## src/rtl/mem_io_bridge.sv

```systemverilog
// CPU load/store steering into data BRAM, IO_CH memory-mapped IO channels or an unmapped hole.
// Latency: response pulse 2 cycles after accept, 2+MEM_LAT for data-memory loads.
// Backpressure: one access in flight; req_ready low from issue until the response cycle ends.
module mem_io_bridge #(
  parameter int                DATA_W       = 32,
  parameter int                ADDR_W       = 32,
  parameter int                MEM_AW       = 14,
  parameter int                MEM_LAT      = 1,
  parameter logic [ADDR_W-1:0] IO_BASE      = 32'hFFFF_FC00,
  parameter int                IO_CH        = 4,
  parameter int                IO_SPAN_LOG2 = 4
) (
  input  logic                    clk,
  input  logic                    rst,
  input  logic                    req_valid,
  input  logic                    req_write,
  input  logic [ADDR_W-1:0]       req_addr,
  input  logic [DATA_W-1:0]       req_wdata,
  output logic                    req_ready,
  output logic                    rsp_valid,
  output logic [DATA_W-1:0]       rsp_rdata,
  output logic                    rsp_err,
  output logic                    mem_en,
  output logic                    mem_we,
  output logic [MEM_AW-1:0]       mem_addr,
  output logic [DATA_W-1:0]       mem_wdata,
  input  logic [DATA_W-1:0]       mem_rdata,
  output logic [IO_CH-1:0]        io_rd,
  output logic [IO_CH-1:0]        io_wr,
  output logic [IO_SPAN_LOG2-1:0] io_addr,
  output logic [DATA_W-1:0]       io_wdata,
  input  logic [IO_CH*DATA_W-1:0] io_rdata
);

  localparam int CH_W = (IO_CH > 1) ? $clog2(IO_CH) : 1;

  typedef enum logic [1:0] {IDLE, ISSUE, WAIT, RESP} state_e;

  state_e                  state_q, state_d;
  logic [2:0]              cnt_q, cnt_d;
  logic                    wr_q, is_mem_q, is_io_q;
  logic [CH_W-1:0]         ch_q;
  logic [DATA_W-1:0]       wdata_q;
  logic [MEM_AW-1:0]       mem_addr_q;
  logic [IO_SPAN_LOG2-1:0] io_addr_q;
  logic                    mem_en_q, mem_en_d, mem_we_q, mem_we_d;
  logic [IO_CH-1:0]        io_rd_q, io_rd_d, io_wr_q, io_wr_d;
  logic                    rsp_valid_q, rsp_valid_d, rsp_err_q, rsp_err_d;
  logic [DATA_W-1:0]       rsp_rdata_q, rsp_rdata_d;

  logic [ADDR_W-1:0]       io_off, ch_full;
  logic                    dec_mem, dec_io, accept;
  logic [CH_W-1:0]         dec_ch;
  logic [IO_CH-1:0]        dec_onehot;
  logic [DATA_W-1:0]       io_sel;

  assign accept = (state_q == IDLE) && req_valid;

  // Classify the incoming address; the channel index only matters when it is in range.
  always_comb begin
    io_off     = req_addr - IO_BASE;
    ch_full    = io_off >> IO_SPAN_LOG2;
    dec_mem    = (req_addr < IO_BASE);
    dec_io     = !dec_mem && (ch_full < ADDR_W'(IO_CH));
    dec_ch     = ch_full[CH_W-1:0];
    dec_onehot = '0;
    dec_onehot[dec_ch] = 1'b1;
  end

  // Pick the read-data slice of the captured channel.
  always_comb begin
    io_sel = '0;
    for (int k = 0; k < IO_CH; k++) begin
      if (ch_q == CH_W'(k)) io_sel = io_rdata[k*DATA_W +: DATA_W];
    end
  end

  // Next state; strobes are computed at accept so they appear registered in ISSUE only.
  always_comb begin
    state_d     = state_q;
    cnt_d       = cnt_q;
    mem_en_d    = 1'b0;
    mem_we_d    = 1'b0;
    io_rd_d     = '0;
    io_wr_d     = '0;
    rsp_valid_d = 1'b0;
    rsp_err_d   = 1'b0;
    rsp_rdata_d = rsp_rdata_q;
    case (state_q)
      IDLE: begin
        if (req_valid) begin
          state_d  = ISSUE;
          mem_en_d = dec_mem;
          mem_we_d = dec_mem && req_write;
          if (dec_io) begin
            if (req_write) io_wr_d = dec_onehot;
            else           io_rd_d = dec_onehot;
          end
        end
      end
      ISSUE: begin
        if (is_mem_q && !wr_q) begin
          state_d = WAIT;
          cnt_d   = 3'(MEM_LAT);
        end else begin
          // IO read data is sampled here, while io_rd is still asserted.
          state_d     = RESP;
          rsp_valid_d = 1'b1;
          rsp_err_d   = !is_mem_q && !is_io_q;
          rsp_rdata_d = (is_io_q && !wr_q) ? io_sel : '0;
        end
      end
      WAIT: begin
        cnt_d = cnt_q - 3'd1;
        if (cnt_q == 3'd1) begin
          state_d     = RESP;
          cnt_d       = 3'd0;
          rsp_valid_d = 1'b1;
          rsp_rdata_d = mem_rdata;
        end
      end
      RESP:    state_d = IDLE;
      default: state_d = IDLE;
    endcase
  end

  // Capture the request and its decode; held until the next accept.
  always_ff @(posedge clk or posedge rst) begin
    if (rst) begin
      wr_q       <= 1'b0;
      is_mem_q   <= 1'b0;
      is_io_q    <= 1'b0;
      ch_q       <= '0;
      wdata_q    <= '0;
      mem_addr_q <= '0;
      io_addr_q  <= '0;
    end else if (accept) begin
      wr_q       <= req_write;
      is_mem_q   <= dec_mem;
      is_io_q    <= dec_io;
      ch_q       <= dec_ch;
      wdata_q    <= req_wdata;
      mem_addr_q <= req_addr[MEM_AW+1:2];
      io_addr_q  <= io_off[IO_SPAN_LOG2-1:0];
    end
  end

  // State, strobe and response registers; reset aborts any access in flight.
  always_ff @(posedge clk or posedge rst) begin
    if (rst) begin
      state_q     <= IDLE;
      cnt_q       <= 3'd0;
      mem_en_q    <= 1'b0;
      mem_we_q    <= 1'b0;
      io_rd_q     <= '0;
      io_wr_q     <= '0;
      rsp_valid_q <= 1'b0;
      rsp_err_q   <= 1'b0;
      rsp_rdata_q <= '0;
    end else begin
      state_q     <= state_d;
      cnt_q       <= cnt_d;
      mem_en_q    <= mem_en_d;
      mem_we_q    <= mem_we_d;
      io_rd_q     <= io_rd_d;
      io_wr_q     <= io_wr_d;
      rsp_valid_q <= rsp_valid_d;
      rsp_err_q   <= rsp_err_d;
      rsp_rdata_q <= rsp_rdata_d;
    end
  end

  assign req_ready = (state_q == IDLE);
  assign rsp_valid = rsp_valid_q;
  assign rsp_rdata = rsp_rdata_q;
  assign rsp_err   = rsp_err_q;
  assign mem_en    = mem_en_q;
  assign mem_we    = mem_we_q;
  assign mem_addr  = mem_addr_q;
  assign mem_wdata = wdata_q;
  assign io_rd     = io_rd_q;
  assign io_wr     = io_wr_q;
  assign io_addr   = io_addr_q;
  assign io_wdata  = wdata_q;

endmodule

```

## config.mk

```make
export PLATFORM = sky130hd
export DESIGN_NAME = mem_io_bridge
export DESIGN_NICKNAME = d
export VERILOG_FILES = /design/src/rtl/mem_io_bridge.sv
export SDC_FILE = /design/constraint.sdc
export NUM_CORES = 1
export LEC_CHECK = 0
export BUFFER_PORTS_ARGS = -buffer_cell sky130_fd_sc_hd__buf_2
export CAP_MARGIN = 25
export CORE_ASPECT_RATIO = 0.8
export CORE_MARGIN = 1.5
export CORE_UTILIZATION = 24
export DETAILED_ROUTE_END_ITERATION = 12
export PLACE_DENSITY = 0.54
export SYNTH_ARGS = -nofsm -noshare
export SYNTH_HDL_FRONTEND = slang
export SYNTH_SLANG_ARGS = --single-unit
```

## constraint.sdc

```tcl
create_clock -name clk -period 3.85 [get_ports clk]
set_clock_uncertainty 0.05 [all_clocks]
set_input_delay 0.1925 -clock clk [delete_from_list [all_inputs] [get_ports clk]]
set_output_delay 0.1925 -clock clk [all_outputs]
set_load 0.02 [all_outputs]
```

==> metrics.txt, run 1 <==
Mapped Cells=413; Max IR drop VDD=0.424 mV; Ports=355; synthesized flop and latch total=100; Root Buffer=clkbuf_16; Final Hold Fails=0; RSZ-0062 raised after global routing=false; largest area contributor in the netlist=dfrtp_1; f_max=419 MHz; Mapped Area=5200 µm²; Worst R2R Start=state_q[0]$_DFFE_PP0P_; Die Width=168 µm; Filler Cell Count=2130; Tmin final=2.39 ns; Max-cap violations=0; Detailed Place HPWL=13600 µm; met2 usage=0.261; Sink Count=100; Hold Crit Class=input pin to flip-flop; Yosys cell types=41; Row Count=47; GR peak layer=met2; PwrDens=848 nW/µm²; Initial DRC Count=235; Worst EP arrival=2.60 ns; first-pass GRT wire length=26100 µm; core area=21000 µm²; vias per inst=4.50; register area share after synthesis=0.481; Max Slew Vio Count=0; Total Routed Length=17500 µm; worst-skew pair later-pin latency=0.35 ns; ANT nets after route=0; CP endpoint kind=flip-flop; nets@finish=963; Synth Warn #=0; H-tree Lvls=3; type of origin of the critical path=flip-flop; Hold Crit Start=req_addr[3]; worst-path fanout max=50; M1 GR Usage=0.188; area grow syn2layout=41.5%; TNS Setup=0 ns; Post-CTS Setup Repair Bufs=0; post-DR wirelength/cell=17.5 µm; via count=4522; Slew HR=0.370; Worst Slack Setup Final=1.46 ns; number of inserted diodes=0; clock-pin slew on the worst setup and hold paths=0.08 ns; GRT Overall Usage=0.152; number of global-route vias before repair=4553; syn nets=646; Finish-stage setup viols=0; final worst-path cycle share=0.620; outcome=finished clean; Post-Layout Inst Area=7360 µm²; Avg Synthesized Cell Area=12.6 µm²; Post-DP Area=6960 µm²; DRC Markers=0; Port-buffer cells=354; dpl ws=1.46 ns; multi-input logic area=2250 µm²; required time of the critical path=4.07 ns; final core utilization=0.350; Die Footprint=22600 µm²; critical path class=flip-flop to flip-flop; Final Wtd Congestion=0.858; largest net degree at the start of global routing=71; FF/Latch Area=2500 µm²; Slew @ Worst Pin=0.944 ns; share of cells above drive strength 1=0.637; Initial Utilization=0.248; met3 Resource Use GR=0.0530; critical path startpoint=state_q[0]$_DFFE_PP0P_; Synth top area share=0.481; post-CTS sizing=0; DIE HEIGHT=135 µm; Pre-Repair DR Iteration Count=4; hold slack=0.0174 ns; initial antenna violation count=1; CTS tree=done; top post-synthesis cells by area=dfrtp_1 (48%), mux4_2 (14%), mux2_2 (11%); Leak=3.61 nW; Clock Tree Buf Depth=2; CTS Buf Count=9; Congestion Overflow GR=0
worst paths after layout:
path,depth (start not counted),slack [ns],end
max,7,1.46,rsp_rdata[10]$_DFFE_PP0P_
min,2,0.02,mem_addr[1]$_DFFE_PP0P_
max reg2reg,7,1.46,rsp_rdata[10]$_DFFE_PP0P_
min reg2reg,1,0.44,rsp_err$_DFF_PP0_
max in group asynchronous,5,2.47,rsp_rdata[25]$_DFFE_PP0P_
min in group asynchronous,3,0.25,io_wdata[4]$_DFFE_PP0P_
layer usage:
metal	part of all wire	up-vias	routed length (µm)
met5	0.00046	-	8
met4	0.0079	2	138
met3	0.085	9	1490
met2	0.50	226	8730
met1	0.41	2173	7170
li1	-	2112	-
flip-flops by register name (all words and copies together), names as in the netlist, 2 cells and up:
register,flops
cnt_q,3
io_addr,2
io_rd,4
io_wdata,32
io_wr,4
mem_addr,13
rsp_rdata,32
state_q,2
power breakdown:
| group | switching (W) | internal, W |
|---|---|---|
| clock network | 0.000436 | 0.000454 |
| logic | 0.00191 | 0.00143 |
| registers | 0.000457 | 0.00155 |
| total | 0.00280 | 0.00344 |
per-stage QoR:
step | instances | total power (W)
6_report | 1004 | 0.00624
5_1_grt | 1004 | 0.00668
3_5_place_dp | 978 | 0.00541
3_3_place_gp | 978 | 0.00537
2_1_floorplan | 413 | 0.00455
4_1_cts | 1000 | 0.00634
Yosys cell counts:
cell         n
dfrtp_1    100
mux2_2      49
nor2_1      40
buf_4       34
a21oi_1     33
a22oi_1     32
mux4_2      32
buf_2        9
nand2_1      9
buf_1        8
inv_1        8
clkbuf_1     7
buf_6        6
ha_1         5
o21ai_0      5
nand3_1      3
nand4_1      3
nor3_1       3
a22o_1       2
and2_1       2
nor2b_1      2
nor4b_1      2
a211oi_4     1
a31o_2       1
a31oi_1      1
and3b_1      1
and4bb_1     1
nand2_2      1
nand2b_1     1
nand3b_1     1
nand4_2      1
nor3b_1      1
nor3b_2      1
nor4_1       1
nor4_2       1
nor4b_2      1
nor4bb_1     1
o22a_1       1
o22ai_1      1
o2bb2ai_1    1
xor2_1       1
repair_timing:
item / in CTS / in global routing
endpoints found under the setup margin: 0 / 0
endpoints found under the hold margin: 6 / 46
hold buffers: 6 / 3
cell families (layout without fill, tap and decap cells):
logic type,after synthesis,after routing,share of synthesized area
xor gates and xnor gates,1,1,0.00168
buffers and inverters,72,394,0.0873
and+or+nand+nor,76,76,0.0756
AOI/OAI and AO/OA,78,78,0.0975
DFF,100,100,0.481
adders and majority gates,5,5,0.0120
muxes,81,81,0.245
critical path: stages (launching register included):
cell and delay, ns:
dfrtp_1 0.41, inv_1 0.09, ha_2 0.31, buf_4 0.29, a211oi_4 0.63, buf_12 0.29
nor2_1 0.06, a21oi_1 0.13
cell type report:
class	instances	area share
clock buffers	10	0.0311
well taps	269	0.0458
flip-flops and latches	100	0.341
multi-input cells	241	0.306
inverters	8	0.00442
repair buffers	370	0.265
clock inverters	6	0.00731
cell usage in the layout (no fill, tap or decap), drive strengths merged:
master         n
a211oi         1
a21oi         33
a22o           2
a22oi         32
a31o           1
a31oi          1
and2           2
and3b          1
and4bb         1
buf          361
clkbuf        10
clkinvlp       1
dfrtp        100
dlygate4sd3    9
ha             5
inv           13
mux2          49
mux4          32
nand2         10
nand2b         1
nand3          3
nand3b         1
nand4          4
nor2          40
nor2b          2
nor3           3
nor3b          2
nor4           2
nor4b          3
nor4bb         1
o21ai          5
o22a           1
o22ai          1
o2bb2ai        1
xor2           1
Power figures use the tool's default switching activity.
==> run 2, diff against run 1 <==
--- a/config.mk
+++ b/config.mk
@@ -5,13 +5,14 @@
 export SDC_FILE = /design/constraint.sdc
 export NUM_CORES = 1
 export LEC_CHECK = 0
+export ABC_AREA = 1
 export BUFFER_PORTS_ARGS = -buffer_cell sky130_fd_sc_hd__buf_2
 export CAP_MARGIN = 25
 export CORE_ASPECT_RATIO = 0.8
 export CORE_MARGIN = 1.5
 export CORE_UTILIZATION = 24
 export DETAILED_ROUTE_END_ITERATION = 12
-export PLACE_DENSITY = 0.54
+export PLACE_DENSITY = 0.53
 export SYNTH_ARGS = -nofsm -noshare
 export SYNTH_HDL_FRONTEND = slang
 export SYNTH_SLANG_ARGS = --single-unit
==> constraint.sdc (replaced) <==
create_clock -name clk -period 2.2 [get_ports clk]
set_clock_uncertainty 0.05 [all_clocks]
set_input_delay 0.11 -clock clk [delete_from_list [all_inputs] [get_ports clk]]
set_output_delay 0.11 -clock clk [all_outputs]
set_load 0.02 [all_outputs]
==> run 2 against run 1 <==
  * Worst setup slack got worse by 1.1 ns
  * First-iteration DRC count rose by 11%
  * Total power increased by 84%
  * Largest cell class is now non-clock buffers
  * Highest routed layer is now met4
==> metrics.txt, run 2 <==
Clock power frac=0.143; met3 Resource Use GR=0.0486; Congestion Overflow GR=0; Hold EP=mem_addr[6]$_DFFE_PP0P_; Die Width=174 µm; Initial Utilization=0.247; FF-to-FF End=rsp_rdata[18]$_DFFE_PP0P_; DRC Markers=0; number of synthesized flops with an enable pin=0; Worst EP arrival=2.10 ns; synth cell count leaders=nand2_1 (266), nor2_1 (112), dfrtp_1 (100); Flop pwr share=0.282; core area=22700 µm²; required time of the critical path=2.43 ns; Hold Path Depth=3; area grow syn2layout=52.7%; Mapped Cells=788; Slew HR=0.490; top-count cell post-synth=nand2_1; synthesized flop and latch total=100; post-DR wirelength/cell=15.0 µm; combinational share of power=0.575; Post-Layout Inst Area=8580 µm²; CP endpoint kind=flip-flop; Tmin final=1.87 ns; ANT nets after route=0; Sink Count=100; RSZ-0062 raised after global routing=false; CP Cell Sequence=inv_1, ha_2, inv_2, nand2_1, nand3_2, inv_2, buf_4, nor2_1, a21oi_1; Avg Synthesized Cell Area=7.13 µm²; final worst-path cycle share=0.850; commonest cells after routing, fill and taps aside=buf_2 (354), nand2_1 (265), nor2_1 (112), dfrtp_1 (100), dlygate4sd3_1 (76); TNS Setup=0 ns; Leak=4.76 nW; Final Hold Fails=0; Worst path max stage delay=0.42 ns; largest net degree at the start of global routing=50; Pre-Repair DR Iteration Count=4; asr flop ratio synth=1.00; Post-CTS Setup Repair Bufs=0; CTS Buf Count=9; syn nets=1021; via count=6374; Clock Tree Buf Depth=2; DIE HEIGHT=140 µm; Mapped Area=5620 µm²; switching share of power=0.499; Initial DRC Count=262; most common cell after layout, fill and taps aside=buf_2; Port-buffer cells=354; Filler Cell Count=2442; Yosys cell types=30; Synth top area share=0.445; vias per inst=4.29; nets@finish=1404; Detailed Place HPWL=16700 µm; hold slack=0.00757 ns; Hold Crit Class=input pin to flip-flop; Switch Pwr=0.00572 W; CTS tree=done; Worst R2R Start=state_q[0]$_DFFE_PP0P_; Post-DP Area=7520 µm²; Row Count=49; Internal Power=0.00575 W; first-pass GRT wire length=33900 µm; Total Routed Length=22300 µm; critical path class=flip-flop to flip-flop; type of origin of the critical path=flip-flop; largest area contributor in the netlist=dfrtp_1; Slew @ Worst Pin=0.764 ns; met2 usage=0.317; H-tree Lvls=3; share of cells above drive strength 1=0.343; GRT Overall Usage=0.181; worst-skew pair later-pin latency=0.36 ns; outcome=finished clean; FF-to-FF path depth=9; Max Slew Vio Count=0; Root Buffer=clkbuf_16; Max IR drop VDD=0.667 mV; number of global-route vias before repair=6277; most common flop cell mapped by yosys=dfrtp_1; Hold Crit Start=req_addr[8]; M1 GR Usage=0.220; worst-path fanout max=14; Finish-stage setup viols=0; Ports=355; f_max=535 MHz; Die Footprint=24400 µm²; initial antenna violation count=2; Final Wtd Congestion=0.853; GR peak layer=met2; register area share after synthesis=0.445; clock-pin slew on the worst setup and hold paths=0.09 ns; top post-synthesis cells by area=dfrtp_1 (45%), nand2_1 (18%), nor2_1 (7.5%); Tot Pwr=0.0115 W; Max-cap violations=0; PwrDens=1340 nW/µm²; Worst path slowest cell=dfrtp_1; Synth Warn #=0; CP most frequent cell=inv_2; R2R setup slack=0.33 ns
-- run 2: kinds of logic after synthesis --
| kind of cell | share of synthesized area |
|---|---|
| AND/OR/NAND/NOR | 0.333 |
| adder cells (fa/ha/maj) | 0.0111 |
| buffers and inverters | 0.119 |
| XOR/XNOR | 0.00156 |
| AO/OA/AOI/OAI | 0.0902 |
| flip-flops | 0.445 |
-- run 2: per-stage QoR --
step                      worst slack, ns  std cells   util
after detailed placement            0.334       1390  0.331
after global routing                0.135       1484  0.377
after floorplan                     0.568        788      -
after global placement              0.376       1390  0.331
after CTS                           0.314       1482  0.377
final                               0.331       1485  0.377
-- run 2: how the worst max path moves through the flow --
stage,from,to
global placement,state_q[0]$_DFFE_PP0P_,rsp_rdata[19]$_DFFE_PP0P_
floorplan,state_q[0]$_DFFE_PP0P_,io_rd[0]$_DFF_PP0_
CTS,state_q[0]$_DFFE_PP0P_,io_wr[3]$_DFF_PP0_
detailed placement,state_q[0]$_DFFE_PP0P_,io_rd[0]$_DFF_PP0_
global route,state_q[0]$_DFFE_PP0P_,rsp_rdata[18]$_DFFE_PP0P_
finish,state_q[0]$_DFFE_PP0P_,rsp_rdata[18]$_DFFE_PP0P_
-- run 2: power by group through the flow --
stage          sequential [W]  clock, W  combinational (W)
3_5_place_dp          0.00325         0            0.00658
3_3_place_gp          0.00326         0            0.00649
2_1_floorplan         0.00407         0            0.00378
4_1_cts               0.00324   0.00172            0.00668
5_1_grt               0.00335   0.00178            0.00727
6_report              0.00323   0.00164            0.00660
-- run 2: what timing repair did --
| item | in CTS | in global routing |
|---|---|---|
| hold endpoints to repair | 106 | 0 |
| gates resized for setup | 0 | 0 |
| hold buffers | 76 | 0 |
-- run 2: layout make-up --
| class | instances | area, µm² | area share |
|---|---|---|---|
| Multi-Input combinational cell | 562 | 2460 | 0.286 |
| Inverter | 53 | 205 | 0.0239 |
| Clock inverter | 6 | 67.6 | 0.00787 |
| Timing Repair Buffer | 445 | 2730 | 0.318 |
| Clock buffer | 10 | 229 | 0.0267 |
| Sequential cell | 100 | 2500 | 0.292 |
| Antenna cell | 3 | 7.51 | 0.000875 |
| Tap cell | 306 | 383 | 0.0446 |
-- run 2: worst max-delay path, delay by kind of cell, from the launching register on --
family,cells,cell delay (ns)
buffers and inverters,4,0.67
flip-flops,1,0.42
adder cells (fa/ha/maj),1,0.33
AND/OR/NAND/NOR,3,0.22
AO/OA/AOI/OAI,1,0.11
-- run 2: per-layer routing --
metal  wire length, µm  part of all wire  vias up
met5                 0                 0        -
li1                  -                 -     3190
met1              9640              0.43     2924
met2             10900              0.49      243
met3              1440             0.065       17
met4               312             0.014        0
==> run 3, diff against run 2 <==
==> constraint.sdc (replaced) <==
create_clock -name clk -period 1.9 [get_ports clk]
set_clock_uncertainty 0.05 [all_clocks]
set_input_delay 0.095 -clock clk [delete_from_list [all_inputs] [get_ports clk]]
set_output_delay 0.095 -clock clk [all_outputs]
set_load 0.02 [all_outputs]
==> run 3 against run 2 <==
  * Highest routed layer unchanged
  * Utilization is 0.83 points higher
  * Fmax increased by 5.4%
  * Sequential power rose by 15%
  * Critical path type unchanged
  * Via count grew 1.3%
  * Total power up 20%
==> metrics.txt, run 3 (same netlist as run 2, synthesis figures left out) <==
outcome=finished clean; Clock Tree Buf Depth=2; nets@finish=1419; Final Hold Fails=0; Ports=355; Total Routed Length=22400 µm; Worst Slack Setup Final=0.126 ns; RSZ-0062 raised after global routing=true; dpl ws=-0.00498 ns; clock-pin slew on the worst setup and hold paths=0.08 ns; Initial DRC Count=270; Detailed Place HPWL=16700 µm; final core utilization=0.386; Slew HR=0.598; Initial Utilization=0.247; Worst EP arrival=1.95 ns; Die Width=174 µm; FF/Latch Area=2500 µm²; Max-cap violations=0; Port-buffer cells=354; Tmin final=1.77 ns; Final Wtd Congestion=0.888; DRC Markers=0; FF-to-FF End=rsp_rdata[4]$_DFFE_PP0P_; required time of the critical path=2.08 ns; Congestion Overflow GR=0; H-tree Lvls=3; Worst R2R Start=state_q[0]$_DFFE_PP0P_; Finish-stage setup viols=0; Root Buffer=clkbuf_16; Hold Crit Class=input pin to flip-flop; CTS Buf Count=9; multi-input logic area=2500 µm²; critical path class=flip-flop to flip-flop; crit path to=rsp_rdata[4]$_DFFE_PP0P_; final worst-path cycle share=0.934; CTS tree=done; Filler Cell Count=2413; post-DR wirelength/cell=15.0 µm; via count=6455; core area=22700 µm²; initial antenna violation count=1; vias per inst=4.31; area grow syn2layout=56.1%; Hold Path Depth=3; share of cells above drive strength 1=0.357; Slew @ Worst Pin=0.602 ns; most common cell after layout, fill and taps aside=buf_2; GRT Overall Usage=0.182; FF-to-FF path depth=8; first-pass GRT wire length=34600 µm; worst-skew pair later-pin latency=0.36 ns; Die Footprint=24400 µm²; largest net degree at the start of global routing=51; Sink Count=100; Row Count=49; critical path startpoint=state_q[0]$_DFFE_PP0P_; Leak=4.84 nW; type of origin of the critical path=flip-flop; R2R setup slack=0.13 ns; f_max=564 MHz; ANT nets after route=0; number of global-route vias before repair=6428; PwrDens=1570 nW/µm²; commonest cells after routing, fill and taps aside=buf_2 (354), nand2_1 (265), nor2_1 (110), dfrtp_1 (100), dlygate4sd3_1 (75); Max IR drop VDD=0.812 mV; Pre-Repair DR Iteration Count=4; worst-path fanout max=11; CP endpoint kind=flip-flop; DIE HEIGHT=140 µm; Max Slew Vio Count=0
==> run 3: where the power goes <==
| part | switching (W) | leakage [nW] | total, W | internal (W) |
|---|---|---|---|---|
| registers | 0.000628 | 1.24 | 0.00373 | 0.00310 |
| logic | 0.00525 | 3.46 | 0.00820 | 0.00295 |
| clock network | 0.000910 | 0.139 | 0.00182 | 0.000911 |
==> run 3: what timing repair did <==
item                                   in CTS  in global routing
resized for setup                           1                 10
setup buffers                               0                  3
hold buffers                               75                  0
gates cloned                                0                  1
endpoints found under the hold margin      96                  0
setup endpoints to repair                   5                 19
==> run 3: worst min path at each step <==
stage                             start                         to
after floorplan             req_addr[0]     io_addr[0]$_DFFE_PP0P_
after global placement              rst   io_wdata[28]$_DFFE_PP0P_
after detailed placement            rst   io_wdata[28]$_DFFE_PP0P_
after CTS                   req_addr[8]    mem_addr[6]$_DFFE_PP0P_
after global routing        req_addr[8]    mem_addr[6]$_DFFE_PP0P_
final                     mem_rdata[22]  rsp_rdata[22]$_DFFE_PP0P_
==> run 3: cell type report <==
type	count	area share
multi-input cells	562	0.285
flip-flops and latches	100	0.285
clock inverters	6	0.00685
repair buffers	460	0.329
inverters	53	0.0240
diodes	1	0.000285
clock buffers	9	0.0257
well taps	306	0.0436
==> run 3: per-stage QoR <==
step                      total power (W)  std cells  instance area [µm²]  hold WS (ns)  setup TNS [ns]
after global routing               0.0149       1496                 8770       0.00197        -0.00517
after floorplan                   0.00909        788                 5620         0.155               0
after CTS                          0.0137       1492                 8680       0.00108               0
after global placement             0.0116       1402                 7630         0.154               0
final                              0.0138       1497                 8770       0.00842               0
after detailed placement           0.0117       1402                 7630         0.149        -0.00498
==> run 3: worst max-delay path, stage by stage (launching register included) <==
cell	delay, ns
dfrtp_1	0.42
inv_1	0.16
ha_4	0.19
inv_2	0.05
nand2_1	0.10
nand3_4	0.19
buf_4	0.24
a21oi_1	0.15
a21oi_1	0.10
==> run 3: layer usage <==
| layer | share of wire | global-route usage | vias to the layer above |
|---|---|---|---|
| met2 | 0.48 | 0.314 | 255 |
| met4 | 0.014 | 0.0445 | 0 |
| met3 | 0.072 | 0.0492 | 20 |
| met1 | 0.43 | 0.225 | 2959 |
| li1 | - | - | 3221 |
| met5 | 0 | 0 | - |
